[src/rtl/uart_rx_packet_ctrl.sv]
//==============================================================================
// Module      : uart_rx_packet_ctrl
// Description : Frames UART receiver bytes into checksummed packets
//               (SYNC, LEN, payload, CSUM). The payload is buffered and only
//               released on a valid/ready stream once the checksum matches.
// Revision    : 1.0 - initial release
//==============================================================================
`default_nettype none

module uart_rx_packet_ctrl #(
    parameter int          MAX_LEN     = 16,
    parameter logic [7:0]  SYNC_BYTE   = 8'hA5,
    parameter int          TIMEOUT_CYC = 208_333
) (
    input  logic       clk_i,
    input  logic       reset_i,
    input  logic [7:0] rx_data_i,
    input  logic       rx_flag_i,
    output logic [7:0] out_data_o,
    output logic       out_valid_o,
    input  logic       out_ready_i,
    output logic       out_last_o,
    output logic       pkt_ok_o,
    output logic       pkt_err_o,
    output logic [1:0] err_code_o,
    output logic       rx_drop_o,
    output logic       busy_o
);

    localparam int         IDX_W       = (MAX_LEN > 1) ? $clog2(MAX_LEN) : 1;
    localparam int         TO_W        = $clog2(TIMEOUT_CYC + 1);
    localparam logic [TO_W-1:0] TO_LAST = TO_W'(TIMEOUT_CYC - 1);
    localparam logic [7:0] MAX_LEN_B   = 8'(MAX_LEN);
    localparam logic [1:0] ERR_LEN     = 2'd1;
    localparam logic [1:0] ERR_CSUM    = 2'd2;
    localparam logic [1:0] ERR_TMO     = 2'd3;

    typedef enum logic [2:0] {
        S_HUNT    = 3'd0,
        S_LEN     = 3'd1,
        S_PAYLOAD = 3'd2,
        S_CSUM    = 3'd3,
        S_DRAIN   = 3'd4
    } state_t;

    state_t           state_q, state_d;
    logic             flag_q;
    logic [7:0]       len_q, len_d;
    logic [7:0]       csum_q, csum_d;
    logic [IDX_W-1:0] wr_idx_q, wr_idx_d;
    logic [IDX_W-1:0] rd_idx_q, rd_idx_d;
    logic [TO_W-1:0]  tmo_q, tmo_d;
    logic [1:0]       err_code_q, err_code_d;
    logic             pkt_ok_q, pkt_ok_d;
    logic             pkt_err_q, pkt_err_d;
    logic             rx_drop_q, rx_drop_d;
    logic             buf_we;
    logic [7:0]       buf_q [MAX_LEN];

    // Rising edge of the receiver's level done flag marks one new byte.
    logic byte_evt;
    logic wr_last;
    logic rd_last;
    logic in_drain;

    assign byte_evt = rx_flag_i & ~flag_q;
    assign wr_last  = (8'(wr_idx_q) == (len_q - 8'd1));
    assign rd_last  = (8'(rd_idx_q) == (len_q - 8'd1));
    assign in_drain = (state_q == S_DRAIN);

    // State and bookkeeping registers; flag_q resets high so a flag already
    // asserted when reset releases is not mistaken for a fresh byte.
    always_ff @(posedge clk_i) begin
        if (reset_i) begin
            state_q    <= S_HUNT;
            flag_q     <= 1'b1;
            len_q      <= '0;
            csum_q     <= '0;
            wr_idx_q   <= '0;
            rd_idx_q   <= '0;
            tmo_q      <= '0;
            err_code_q <= '0;
            pkt_ok_q   <= 1'b0;
            pkt_err_q  <= 1'b0;
            rx_drop_q  <= 1'b0;
        end else begin
            state_q    <= state_d;
            flag_q     <= rx_flag_i;
            len_q      <= len_d;
            csum_q     <= csum_d;
            wr_idx_q   <= wr_idx_d;
            rd_idx_q   <= rd_idx_d;
            tmo_q      <= tmo_d;
            err_code_q <= err_code_d;
            pkt_ok_q   <= pkt_ok_d;
            pkt_err_q  <= pkt_err_d;
            rx_drop_q  <= rx_drop_d;
        end
    end

    // Payload buffer write port; contents need no reset since len gates reads.
    always_ff @(posedge clk_i) begin
        if (buf_we) begin
            buf_q[wr_idx_q] <= rx_data_i;
        end
    end

    // Packet sequencing, checksum accumulation, inter-byte timeout and drain.
    always_comb begin
        state_d    = state_q;
        len_d      = len_q;
        csum_d     = csum_q;
        wr_idx_d   = wr_idx_q;
        rd_idx_d   = rd_idx_q;
        tmo_d      = tmo_q;
        err_code_d = err_code_q;
        pkt_ok_d   = 1'b0;
        pkt_err_d  = 1'b0;
        rx_drop_d  = 1'b0;
        buf_we     = 1'b0;

        case (state_q)
            S_HUNT: begin
                if (byte_evt && (rx_data_i == SYNC_BYTE)) begin
                    state_d = S_LEN;
                    tmo_d   = '0;
                end
            end
            S_LEN: begin
                if (byte_evt) begin
                    tmo_d = '0;
                    if ((rx_data_i != 8'd0) && (rx_data_i <= MAX_LEN_B)) begin
                        len_d    = rx_data_i;
                        csum_d   = rx_data_i;
                        wr_idx_d = '0;
                        state_d  = S_PAYLOAD;
                    end else begin
                        pkt_err_d  = 1'b1;
                        err_code_d = ERR_LEN;
                        state_d    = S_HUNT;
                    end
                end else if (tmo_q == TO_LAST) begin
                    pkt_err_d  = 1'b1;
                    err_code_d = ERR_TMO;
                    state_d    = S_HUNT;
                end else begin
                    tmo_d = tmo_q + 1'b1;
                end
            end
            S_PAYLOAD: begin
                if (byte_evt) begin
                    tmo_d    = '0;
                    buf_we   = 1'b1;
                    csum_d   = csum_q + rx_data_i;
                    wr_idx_d = wr_idx_q + 1'b1;
                    if (wr_last) begin
                        state_d = S_CSUM;
                    end
                end else if (tmo_q == TO_LAST) begin
                    pkt_err_d  = 1'b1;
                    err_code_d = ERR_TMO;
                    state_d    = S_HUNT;
                end else begin
                    tmo_d = tmo_q + 1'b1;
                end
            end
            S_CSUM: begin
                if (byte_evt) begin
                    tmo_d = '0;
                    if (rx_data_i == csum_q) begin
                        pkt_ok_d = 1'b1;
                        rd_idx_d = '0;
                        state_d  = S_DRAIN;
                    end else begin
                        pkt_err_d  = 1'b1;
                        err_code_d = ERR_CSUM;
                        state_d    = S_HUNT;
                    end
                end else if (tmo_q == TO_LAST) begin
                    pkt_err_d  = 1'b1;
                    err_code_d = ERR_TMO;
                    state_d    = S_HUNT;
                end else begin
                    tmo_d = tmo_q + 1'b1;
                end
            end
            S_DRAIN: begin
                // Bytes arriving while draining are dropped, SYNC included.
                if (byte_evt) begin
                    rx_drop_d = 1'b1;
                end
                if (out_ready_i) begin
                    if (rd_last) begin
                        state_d = S_HUNT;
                    end else begin
                        rd_idx_d = rd_idx_q + 1'b1;
                    end
                end
            end
            default: begin
                state_d = S_HUNT;
            end
        endcase
    end

    assign out_valid_o = in_drain;
    assign out_data_o  = in_drain ? buf_q[rd_idx_q] : 8'd0;
    assign out_last_o  = in_drain & rd_last;
    assign pkt_ok_o    = pkt_ok_q;
    assign pkt_err_o   = pkt_err_q;
    assign err_code_o  = err_code_q;
    assign rx_drop_o   = rx_drop_q;
    assign busy_o      = (state_q != S_HUNT);

endmodule

`default_nettype wire

[config.mk]
export PLATFORM = sky130hd
export DESIGN_NAME = uart_rx_packet_ctrl
export DESIGN_NICKNAME = d
export VERILOG_FILES = /design/src/rtl/uart_rx_packet_ctrl.sv
export SDC_FILE = /design/constraint.sdc
export NUM_CORES = 1
export LEC_CHECK = 0
export BUFFER_PORTS_ARGS = -buffer_cell sky130_fd_sc_hd__clkbuf_2
export CAP_MARGIN = 20
export CORE_MARGIN = 2
export CORE_UTILIZATION = 40
export CTS_BUF_LIST = sky130_fd_sc_hd__clkbuf_8
export CTS_CLUSTER_DIAMETER = 40
export CTS_CLUSTER_SIZE = 28
export DETAILED_ROUTE_END_ITERATION = 16
export PLACE_DENSITY = 0.6
export SLEW_MARGIN = 20
export SYNTH_ARGS = -nofsm -noshare
export SYNTH_HDL_FRONTEND = slang
export SYNTH_SLANG_ARGS = --single-unit
[constraint.sdc]
create_clock -name clk_i -period 3.1 [get_ports clk_i]
set_clock_uncertainty 0.2 [all_clocks]
set_input_delay 0.31 -clock clk_i [delete_from_list [all_inputs] [get_ports clk_i]]
set_output_delay 0.31 -clock clk_i [all_outputs]
set_load 0.1 [all_outputs]
==> flow_summary_export.csv, run 1 <==
group,metric,value,unit
outcome,status,"finished, final reports clean",
clocking,clock_sinks,183,
synth,synth_edf_count,128,
floorplanning,die_h,145,µm
route,route.detailed.drc,0,
floorplanning,fp.coreArea,0.0195,mm²
route,num_vias,4865,
synth,synth_ff_type,"edfxtp_1",
final_layout,drive_gt1_share,23.5,%
route,ant_nets,0,
timing,drv_slew,0,
setup_path,reg2reg_from,"state_q[2]",
power,total_power,4.25,mW
final_layout,fin_area,0.00923,mm²
setup_path,r2r_slack,0.38,ns
placed_design,placed_area,0.00873,mm²
power,ir_worst_vdd,0.000256,V
final_layout,nNetsFinal,653,
setup_path,cp_max_fo,16,
synth,syn_nets,593,
setup_path,crit_arrival,2.48,ns
placed_design,gpl.final_weighted_congestion,0.844,
setup_path,crit_required,2.59,ns
route,firstDrtPassIters,4,
setup_path,cp-start-kind,"register",
synth,yosysWarningCount,0,
global_routing,antenna_found_initial,1,
final_layout,syn2layout_area_growth,15.8,%
synth,synth_top_area_cell,"edfxtp_1",
synth,synthArstFlopShare,0,%
timing,hold_violations,0,
setup_path,reg2reg_to,"err_code_o[0]",
synth,synthDistinctLibCells,62,
route,viasPerCell,5.38,
global_routing,grt_pass1_wl,28300,µm
synth,synth_area_leaders,"edfxtp_1, dfxtp_1, mux4_2",
route,drt_iter0_drc,337,
synth,yosysSeqAreaShare,62.0,%
synth,synth_cells,565,
clocking,clkSlewWorstSetupHoldPaths,0.10,ns
route,wire_per_inst,19.7,µm
synth,syn_avg_cell_area,14.1,µm²
power,p_per_area,461,mW/mm²
clocking,clk_latency,0.47,ns
clocking,cts-root-buf,"clkbuf_8",
global_routing,grt_max_degree,33,
synth,synth_top_area_share,48.2,%
worst_hold_path,worstHoldPathType,"input port to register",
placed_design,dp.cells,865,
setup_path,worstSetupPathType,"register to output pin",
floorplanning,die_w,145,µm
floorplanning,std_cell_rows,51,
timing,fin_crit_sh,96.3,%
timing,worstMarginPinSlew,0.716,ns
timing,fmax,0.335,GHz
global_routing,grt.overflow.total,0,
timing,relSlewSlack,51.8,%
synth,synth_seq_cells,183,
timing,grt_setup_unrepaired,"no",
floorplanning,die-area,0.0211,mm²
global_routing,grt_pass1_vias,4940,
final_layout,fillCellCount,1735,
synth,synth_area,0.00797,mm²
clocking,cts_made_buffers,17,
setup_path,reg2reg_depth,7,
timing,tns,0,ns
timing,finalSetupViolCount,0,
clocking,cts_setup_buffers,0,
final_layout,layout.cells.non_filler,904,
setup_path,crit_path_end,"out_data_o[7]",
floorplanning,ioPinCount,28,
placed_design,dpl.hpwl,12100,µm
clocking,cts.path.max_buffers,2,
global_routing,grt_usage,17.5,%
clocking,tritoncts,"built",
placed_design,portBuffers,27,
setup_path,end_kind,"output pin",
clocking,cts_max_level,4,
timing,min_period,2.99,ns
route,wl,17800,µm
floorplanning,start_util,40.8,%
flow_run,max_cap_violations,0,
power,total_leakage_power,3.09,nW
## layout make-up
cell class,count,area [µm²],area share [%]
clock buffer,17,234,2.53
multi-input combinational,343,2890,31.3
antenna,1,2.50,0.0271
clock inverter,15,160,1.74
sequential,183,4950,53.6
timing repair buffer,65,604,6.55
inverter,15,56.3,0.610
tap,265,332,3.59
## critical path, cell delays in order, from the launching register on
cell and delay, ns:
dfxtp_4 0.42, clkbuf_16 0.23, mux4_2 0.53, mux4_2 0.47, nor2b_2 0.19, buf_12 0.17
## how the worst min path moves through the flow
| stage | from | endpoint | depth (start not counted) |
|---|---|---|---|
| 5_1_grt | rx_data_i[4] | buf_q[7][4] | 1 |
| 2_1_floorplan | rx_data_i[0] | buf_q[0][0] | 0 |
| 6_report | rx_data_i[0] | csum_q[0] | 3 |
| 4_1_cts | rx_data_i[0] | csum_q[0] | 3 |
| 3_3_place_gp | len_q[6] | len_q[6] | 1 |
| 3_5_place_dp | len_q[6] | len_q[6] | 1 |
## registers in the layout, summed over array words and instances (netlist names), 2 cells and up, named ones only
register	count
wr_idx_q	4
len_q	8
err_code_o	2
csum_q	8
buf_q	128
rd_idx_q	4
tmo_q	18
state_q	3
## synthesized netlist by cell type (all sizes together) (3+ instances only)
| cell type | count |
|---|---|
| edfxtp | 128 |
| nor2 | 61 |
| dfxtp | 55 |
| mux4 | 40 |
| nand2 | 29 |
| nor3 | 20 |
| xor2 | 19 |
| ha | 15 |
| inv | 15 |
| buf | 13 |
| nor2b | 13 |
| nand3 | 12 |
| a21oi | 11 |
| clkbuf | 11 |
| xnor2 | 11 |
| nand4 | 9 |
| o21ai | 9 |
| and3 | 8 |
| mux2i | 8 |
| and2 | 7 |
| a311oi | 6 |
| nand2b | 6 |
| nor4 | 5 |
| or2 | 5 |
| or3 | 5 |
| a211oi | 4 |
| o21a | 4 |
| o211ai | 3 |
| o31ai | 3 |
## power by group
group / switching [mW] / leakage (nW) / internal [mW] / total [mW]
Clock: 0.947 / 0.200 / 0.604 / 1.55
Combinational: 0.0680 / 1.29 / 0.0283 / 0.0963
Sequential: 0.000471 / 1.59 / 2.61 / 2.61
## cells in the final DEF, fill, tap and decap left out, types with 11 or more instances in the layout
cell,instances
buf_4,30
nand2_1,29
xnor2_1,11
nand3_1,12
inv_1,15
clkbuf_2,18
a21oi_1,11
clkbuf_8,17
edfxtp_1,128
mux4_2,40
nor2_1,61
dfxtp_1,54
xor2_1,19
nor3_1,18
ha_1,15
## repair_timing
item,in CTS,in global routing
hold buffers,4,0
endpoints found under the setup margin,0,9
resized for setup,0,4
hold endpoints to repair,7,0
## per-layer routing
metal	vias up	share of wire, %	track usage (%)
met1	2464	43	23.1
met3	19	5.5	4.31
met2	121	50	28.7
met5	-	0	0
met4	0	1.4	5.69
li1	2261	-	-
## cells by family (layout without fill, tap and decap cells)
family                   Yosys count  count (layout)  share of synthesized area (%)
AND/OR/NAND/NOR                  190             190                           12.1
flip-flops                       183             183                           62.0
AO/OA/AOI/OAI                     56              56                           5.12
multiplexers                      50              50                           12.6
buffers and inverters             39             112                           2.02
XOR/XNOR                          31              31                           3.58
adder cells (fa/ha/maj)           16              16                           2.60
other                              0               1                              0
## per-stage QoR
step | util (%) | worst slack (ns) | hold slack (ns)
CTS | 47.0 | 0.0206 | 0.0105
floorplan | - | 0.0730 | 0.209
global route | 47.3 | 0.00942 | 0.0283
global placement | 44.7 | 0.542 | 0.257
detailed placement | 44.7 | 0.437 | 0.250
finish | 47.3 | 0.114 | 0.0412
Power figures use the tool's default switching activity.
==> run 2, diff against run 1 <==
- REMOVE_ABC_BUFFERS: not set -> 1
==> run 2 against run 1 <==
Wire length down 1.5%. Final cell count fell by 0.22%. Critical path type unchanged. Total power fell by 0.32%. Sequential share of layout area rose by 0.47 points. Cell area down 0.87%. Critical path depth grew 2. Flip-flop and latch count did not move. Largest power group unchanged. Fmax grew 0.70%. Largest cell class unchanged.
==> flow_summary_export.csv, run 2 (same netlist as run 1, synthesis figures left out) <==
group,metric,value,unit
power,seq_power_share,61.5,%
floorplanning,die-area,0.0211,mm²
power,power_frac_clock,36.4,%
power,p_per_area,463,mW/mm²
power,ir_worst_vdd,0.000295,V
setup_path,end_kind,"output pin",
setup_path,cp_max_fo,5,
power,switching_share,23.5,%
floorplanning,start_util,40.8,%
global_routing,grt_usage,17.6,%
route,ant_nets,0,
final_layout,regArea,0.00495,mm²
route,num_vias,4854,
timing,relSlewSlack,51.3,%
route,route.detailed.drc,0,
route,drt_iter0_drc,315,
floorplanning,fp.coreArea,0.0195,mm²
setup_path,crit_arrival,2.45,ns
final_layout,reg.largest.list,"buf_q x128, tmo_q x18",
final_layout,regMostFlops,"buf_q",
final_layout,num_antenna_cells,0,
timing,grt_setup_unrepaired,"no",
setup_path,crit_required,2.59,ns
global_routing,grt.overflow.total,0,
power,total_leakage_power,3.07,nW
power,combinationalPowerShare,2.1,%
power,total_power,4.24,mW
clocking,cts_max_level,4,
final_layout,layout_commonest_cell,"edfxtp_1",
final_layout,largest_reg_flops,128,
global_routing,grt_max_degree,36,
clocking,clk_latency,0.47,ns
setup_path,cp-start-kind,"register",
floorplanning,die_h,145,µm
worst_hold_path,worstHoldPathType,"input port to register",
placed_design,dpl.hpwl,12000,µm
final_layout,drive_gt1_share,22.6,%
clocking,tritoncts,"built",
flow_run,max_cap_violations,0,
route,wire_per_inst,19.4,µm
clocking,clkSlewWorstSetupHoldPaths,0.09,ns
route,viasPerCell,5.38,
route,firstDrtPassIters,5,
final_layout,syn2layout_area_growth,14.7,%
power,intPower,3.24,mW
setup_path,worstSetupPathType,"register to output pin",
global_routing,grt_pass1_vias,5032,
timing,drv_slew,0,
power,p_sw,0.997,mW
final_layout,nNetsFinal,652,
timing,worstMarginPinSlew,0.724,ns
timing,min_period,2.96,ns
outcome,status,"finished, final reports clean",
timing,hold_violations,0,
placed_design,gpl.final_weighted_congestion,0.837,
final_layout,final_cell_mix,"edfxtp_1, nor2_1, dfxtp_1, mux4_2, buf_4",
timing,whs,0.0344,ns
timing,finalSetupViolCount,0,
timing,fin_crit_sh,95.6,%
route,wl,17500,µm
timing,fmax,0.337,GHz
global_routing,antenna_found_initial,0,
clocking,cts.path.max_buffers,2,
final_layout,fillCellCount,1757,
floorplanning,std_cell_rows,51,
clocking,clock_sinks,183,
global_routing,grt_pass1_wl,28200,µm
final_layout,multiInputGateArea,0.00287,mm²
floorplanning,ioPinCount,28,
clocking,cts_made_buffers,17,
floorplanning,die_w,145,µm
clocking,cts-root-buf,"clkbuf_8",
placed_design,portBuffers,27,
run 2: cell types whose count changed in the layout (fill, tap and decap cells not counted), sizes merged:
cell / change
clkbuf: -2
dlygate4sd3: -3
buf: +5
diode: -1
clkinv: -1
run 2: layer usage:
layer  vias up  GRT usage, %  wire length [µm]
met5         -             0                 0
met4         0          5.00               277
met3        23          3.77               826
met2       129          29.7              8640
met1      2444          23.0              7780
li1       2258             -                 -
run 2: cell type report:
cell class                      count  share of cell area [%]
Tap cell                          265                    3.62
Clock buffer                       18                    2.71
Sequential cell                   183                    54.1
Timing Repair Buffer               64                    6.15
Multi-Input combinational cell    343                    31.3
Clock inverter                     14                    1.48
Inverter                           15                   0.615
run 2: metrics by stage:
stage | TNS, ns | cells | instance area (µm²) | util [%] | setup WS (ns)
2_1_floorplan | -7.74 | 541 | 7870 | - | -0.869
3_3_place_gp | 0 | 863 | 8710 | 44.6 | 0.414
3_5_place_dp | 0 | 863 | 8710 | 44.6 | 0.406
4_1_cts | 0 | 896 | 9100 | 46.6 | 0.0115
5_1_grt | 0 | 902 | 9150 | 46.9 | 0.0191
6_report | 0 | 902 | 9150 | 46.9 | 0.135
run 2: what timing repair did:
action,4_1_cts,5_1_grt
setup buffers,0,6
setup endpoints to repair,9,9
hold endpoints to repair,1,0
hold buffers,1,0
gates resized for setup,2,1
run 2: path summary, 6_finish.rpt:
path | start | to | slack [ns] | cells after the start
worst max-delay path | len_q[0] | out_last_o | 0.14 | 7
worst min-delay path | out_ready_i | state_q[2] | 0.03 | 3
worst max register to register | state_q[1] | buf_q[6][5] | 0.48 | 6
worst min register to register | len_q[6] | len_q[6] | 0.28 | 1
run 2: critical path: stages, from the launching register on:
cell,delay (ns)
dfxtp_1,0.45
inv_1,0.07
ha_1,0.22
nor3b_1,0.15
xor2_1,0.15
a2111o_1,0.38
nor3_1,0.24
buf_4,0.33
run 2: power groups by stage:
stage / Combinational (mW) / Clock, mW / Sequential [mW]
after floorplan: 0.0264 / 0 / 2.66
after global placement: 0.0879 / 0 / 2.66
after detailed placement: 0.0911 / 0 / 2.66
after CTS: 0.0919 / 1.59 / 2.61
after global routing: 0.100 / 1.70 / 2.61
final: 0.0908 / 1.54 / 2.61
==> run 3, diff against run 2 <==
- ABC_AREA: not set -> 1
- PLACE_DENSITY: 0.6 -> 0.61
- clock period: 3.1 -> 2.6 ns (I/O delays scaled with it)
==> run 3 against run 2 <==
The flow now finishes with violations (setup timing). Total power rose by 22%. First-iteration DRC count up 57%. Clock power grew 26%. Critical path type unchanged.
==> flow_summary_export.csv, run 3 <==
group,metric,value,unit
outcome,status,"finished with violations",
outcome,violations,"setup timing",
global_routing,grt_pass1_vias,6628,
clocking,tritoncts,"built",
route,route.detailed.drc,0,
route,firstDrtPassIters,7,
timing,relSlewSlack,63.2,%
placed_design,gpl.final_weighted_congestion,0.837,
final_layout,regMostFlops,"buf_q",
floorplanning,std_cell_rows,53,
power,switching_share,23.9,%
timing,finalSetupViolCount,2,
synth,synth_most_common_cell,"nor2_1",
global_routing,grt.overflow.total,0,
synth,synth_top_area_cell,"edfxtp_1",
synth,synthArstFlopShare,0,%
floorplanning,ioPinCount,28,
timing,whs,0.0418,ns
floorplanning,start_util,40.7,%
clocking,clk_latency,0.46,ns
final_layout,num_antenna_cells,0,
final_layout,layout_commonest_cell,"edfxtp_1",
final_layout,reg.largest.list,"buf_q x128, tmo_q x18",
floorplanning,die-area,0.0226,mm²
route,drt_iter0_drc,494,
route,viasPerCell,5.41,
timing,min_period,2.61,ns
global_routing,grt_max_degree,65,
synth,yosysWarningCount,0,
power,seq_power_share,59.9,%
setup_path,cp-start-kind,"register",
flow_run,max_cap_violations,0,
final_layout,drive_gt1_share,18.8,%
placed_design,place_ws,0.252,ns
final_layout,final_cell_mix,"edfxtp_1, nor2_1, nand2_1, o21ai_0, inv_1",
setup_path,end_kind,"output pin",
route,top_layer_used,"met4",
clocking,cts-root-buf,"clkbuf_8",
setup_path,cp_max_fo,16,
route,ant_nets,0,
clocking,cts_max_level,4,
route,wl_met3,1240,µm
synth,synthDistinctLibCells,43,
final_layout,fin_area,0.0103,mm²
floorplanning,die_h,150,µm
final_layout,largest_reg_flops,128,
power,p_per_area,505,mW/mm²
final_layout,nNetsFinal,1008,
timing,worstMarginPinSlew,0.555,ns
setup_path,crit_arrival,2.15,ns
placed_design,placed_area,0.00934,mm²
power,intPower,3.94,mW
placed_design,dp.cells,1211,
route,wl,23400,µm
floorplanning,fp.coreArea,0.0210,mm²
clocking,cts.path.max_buffers,2,
global_routing,grt_usage,20.5,%
timing,fin_ws,-0.0119,ns
synth,synth_ff_type,"edfxtp_1",
synth,synth_edf_count,128,
synth,synth_area_leaders,"edfxtp_1, dfxtp_1, nor2_1",
synth,syn_avg_cell_area,9.47,µm²
synth,synth_seq_cells,183,
synth,synth_cells,903,
synth,ys_top_cells_by_count,"nor2_1, edfxtp_1, nand2_1",
global_routing,grt_pass1_wl,35400,µm
power,total_leakage_power,3.66,nW
clocking,cts_made_buffers,17,
placed_design,dpl.hpwl,14500,µm
timing,fmax,0.383,GHz
clocking,clock_sinks,183,
clocking,clkSlewWorstSetupHoldPaths,0.10,ns
power,ir_worst_vdd,0.000277,V
worst_hold_path,worstHoldPathType,"input port to register",
global_routing,antenna_found_initial,0,
timing,drv_slew,0,
route,num_vias,6861,
power,p_sw,1.24,mW
timing,grt_setup_unrepaired,"yes",
synth,synth_area,0.00855,mm²
power,power_frac_clock,37.5,%
power,combinationalPowerShare,2.6,%
setup_path,worstSetupPathType,"register to output pin",
timing,fin_crit_sh,100,%
synth,synth_top_area_share,45.0,%
synth,yosysSeqAreaShare,57.8,%
final_layout,layout.cells.non_filler,1268,
setup_path,crit_required,2.14,ns
placed_design,portBuffers,27,
final_layout,syn2layout_area_growth,20.1,%
route,wl_met2,11600,µm
floorplanning,die_w,150,µm
timing,hold_violations,0,
route,drt-met1-wl,10200,µm
route,wire_per_inst,18.5,µm
run 3: layout make-up:
cell class                      count  area [µm²]
Timing Repair Buffer               93         943
Inverter                           83         332
Clock inverter                     15         155
Fill cell                        1909       10800
Tap cell                          275         344
Multi-Input combinational cell    602        3300
Clock buffer                       17         234
Sequential cell                   183        4950
run 3: timing repair:
action                                 4_1_cts  5_1_grt
pin swaps                                    0       41
setup endpoints to repair                    9       10
endpoints found under the hold margin        9        0
resized for setup                           16       53
hold buffers                                 6        0
buffers inserted                             3        8
gates cloned                                 0        8
run 3: metrics by stage:
| step | power (mW) | TNS [ns] | util [%] |
|---|---|---|---|
| 3_3_place_gp | 3.30 | 0 | 44.4 |
| 6_report | 5.18 | -0.0150 | 48.8 |
| 5_1_grt | 5.35 | -0.636 | 48.8 |
| 2_1_floorplan | 3.22 | -13.27 | - |
| 4_1_cts | 5.23 | 0 | 47.0 |
| 3_5_place_dp | 3.30 | 0 | 44.4 |
run 3: logic make-up (layout without fill, tap and decap cells):
logic type / after synthesis / in the layout / synth area share (%)
compound gates: 196 / 196 / 13.1
simple gates: 380 / 380 / 20.0
fa+ha+maj: 16 / 16 / 2.43
buf+inv: 118 / 208 / 5.61
xor+xnor: 10 / 10 / 1.02
flops: 183 / 183 / 57.8
run 3: worst max-delay path, cell delays in order, from the launching register on:
cell and delay, ns:
dfxtp_4 0.38, clkinvlp_4 0.11, buf_12 0.14, buf_8 0.18, nor2_1 0.06, o221ai_1 0.22
o211ai_1 0.15, a21oi_2 0.25, buf_12 0.21
run 3: final timing paths:
kind / depth (start not counted) / end / startpoint / slack (ns)
worst max-delay path: 8 / out_data_o[1] / register / -0.01
worst min-delay path: 5 / csum_q[0] / rx_data_i[0] / 0.04
worst max register to register: 11 / tmo_q[6] / tmo_q[0] / 0.37
worst min register to register: 2 / len_q[7] / len_q[7] / 0.25
run 3: routing by layer:
metal  vias to the layer above  track usage [%]
met4                         0             5.80
met1                      3314             27.9
met3                        30             3.48
met5                         -                0
met2                       205             33.9
li1                       3312                -
run 3: power groups by stage:
stage | combinational, mW | sequential (mW) | clock [mW]
5_1_grt | 0.147 | 3.11 | 2.10
2_1_floorplan | 0.0387 | 3.18 | 0
6_report | 0.134 | 3.11 | 1.94
3_3_place_gp | 0.126 | 3.17 | 0
4_1_cts | 0.135 | 3.11 | 1.98
3_5_place_dp | 0.127 | 3.17 | 0
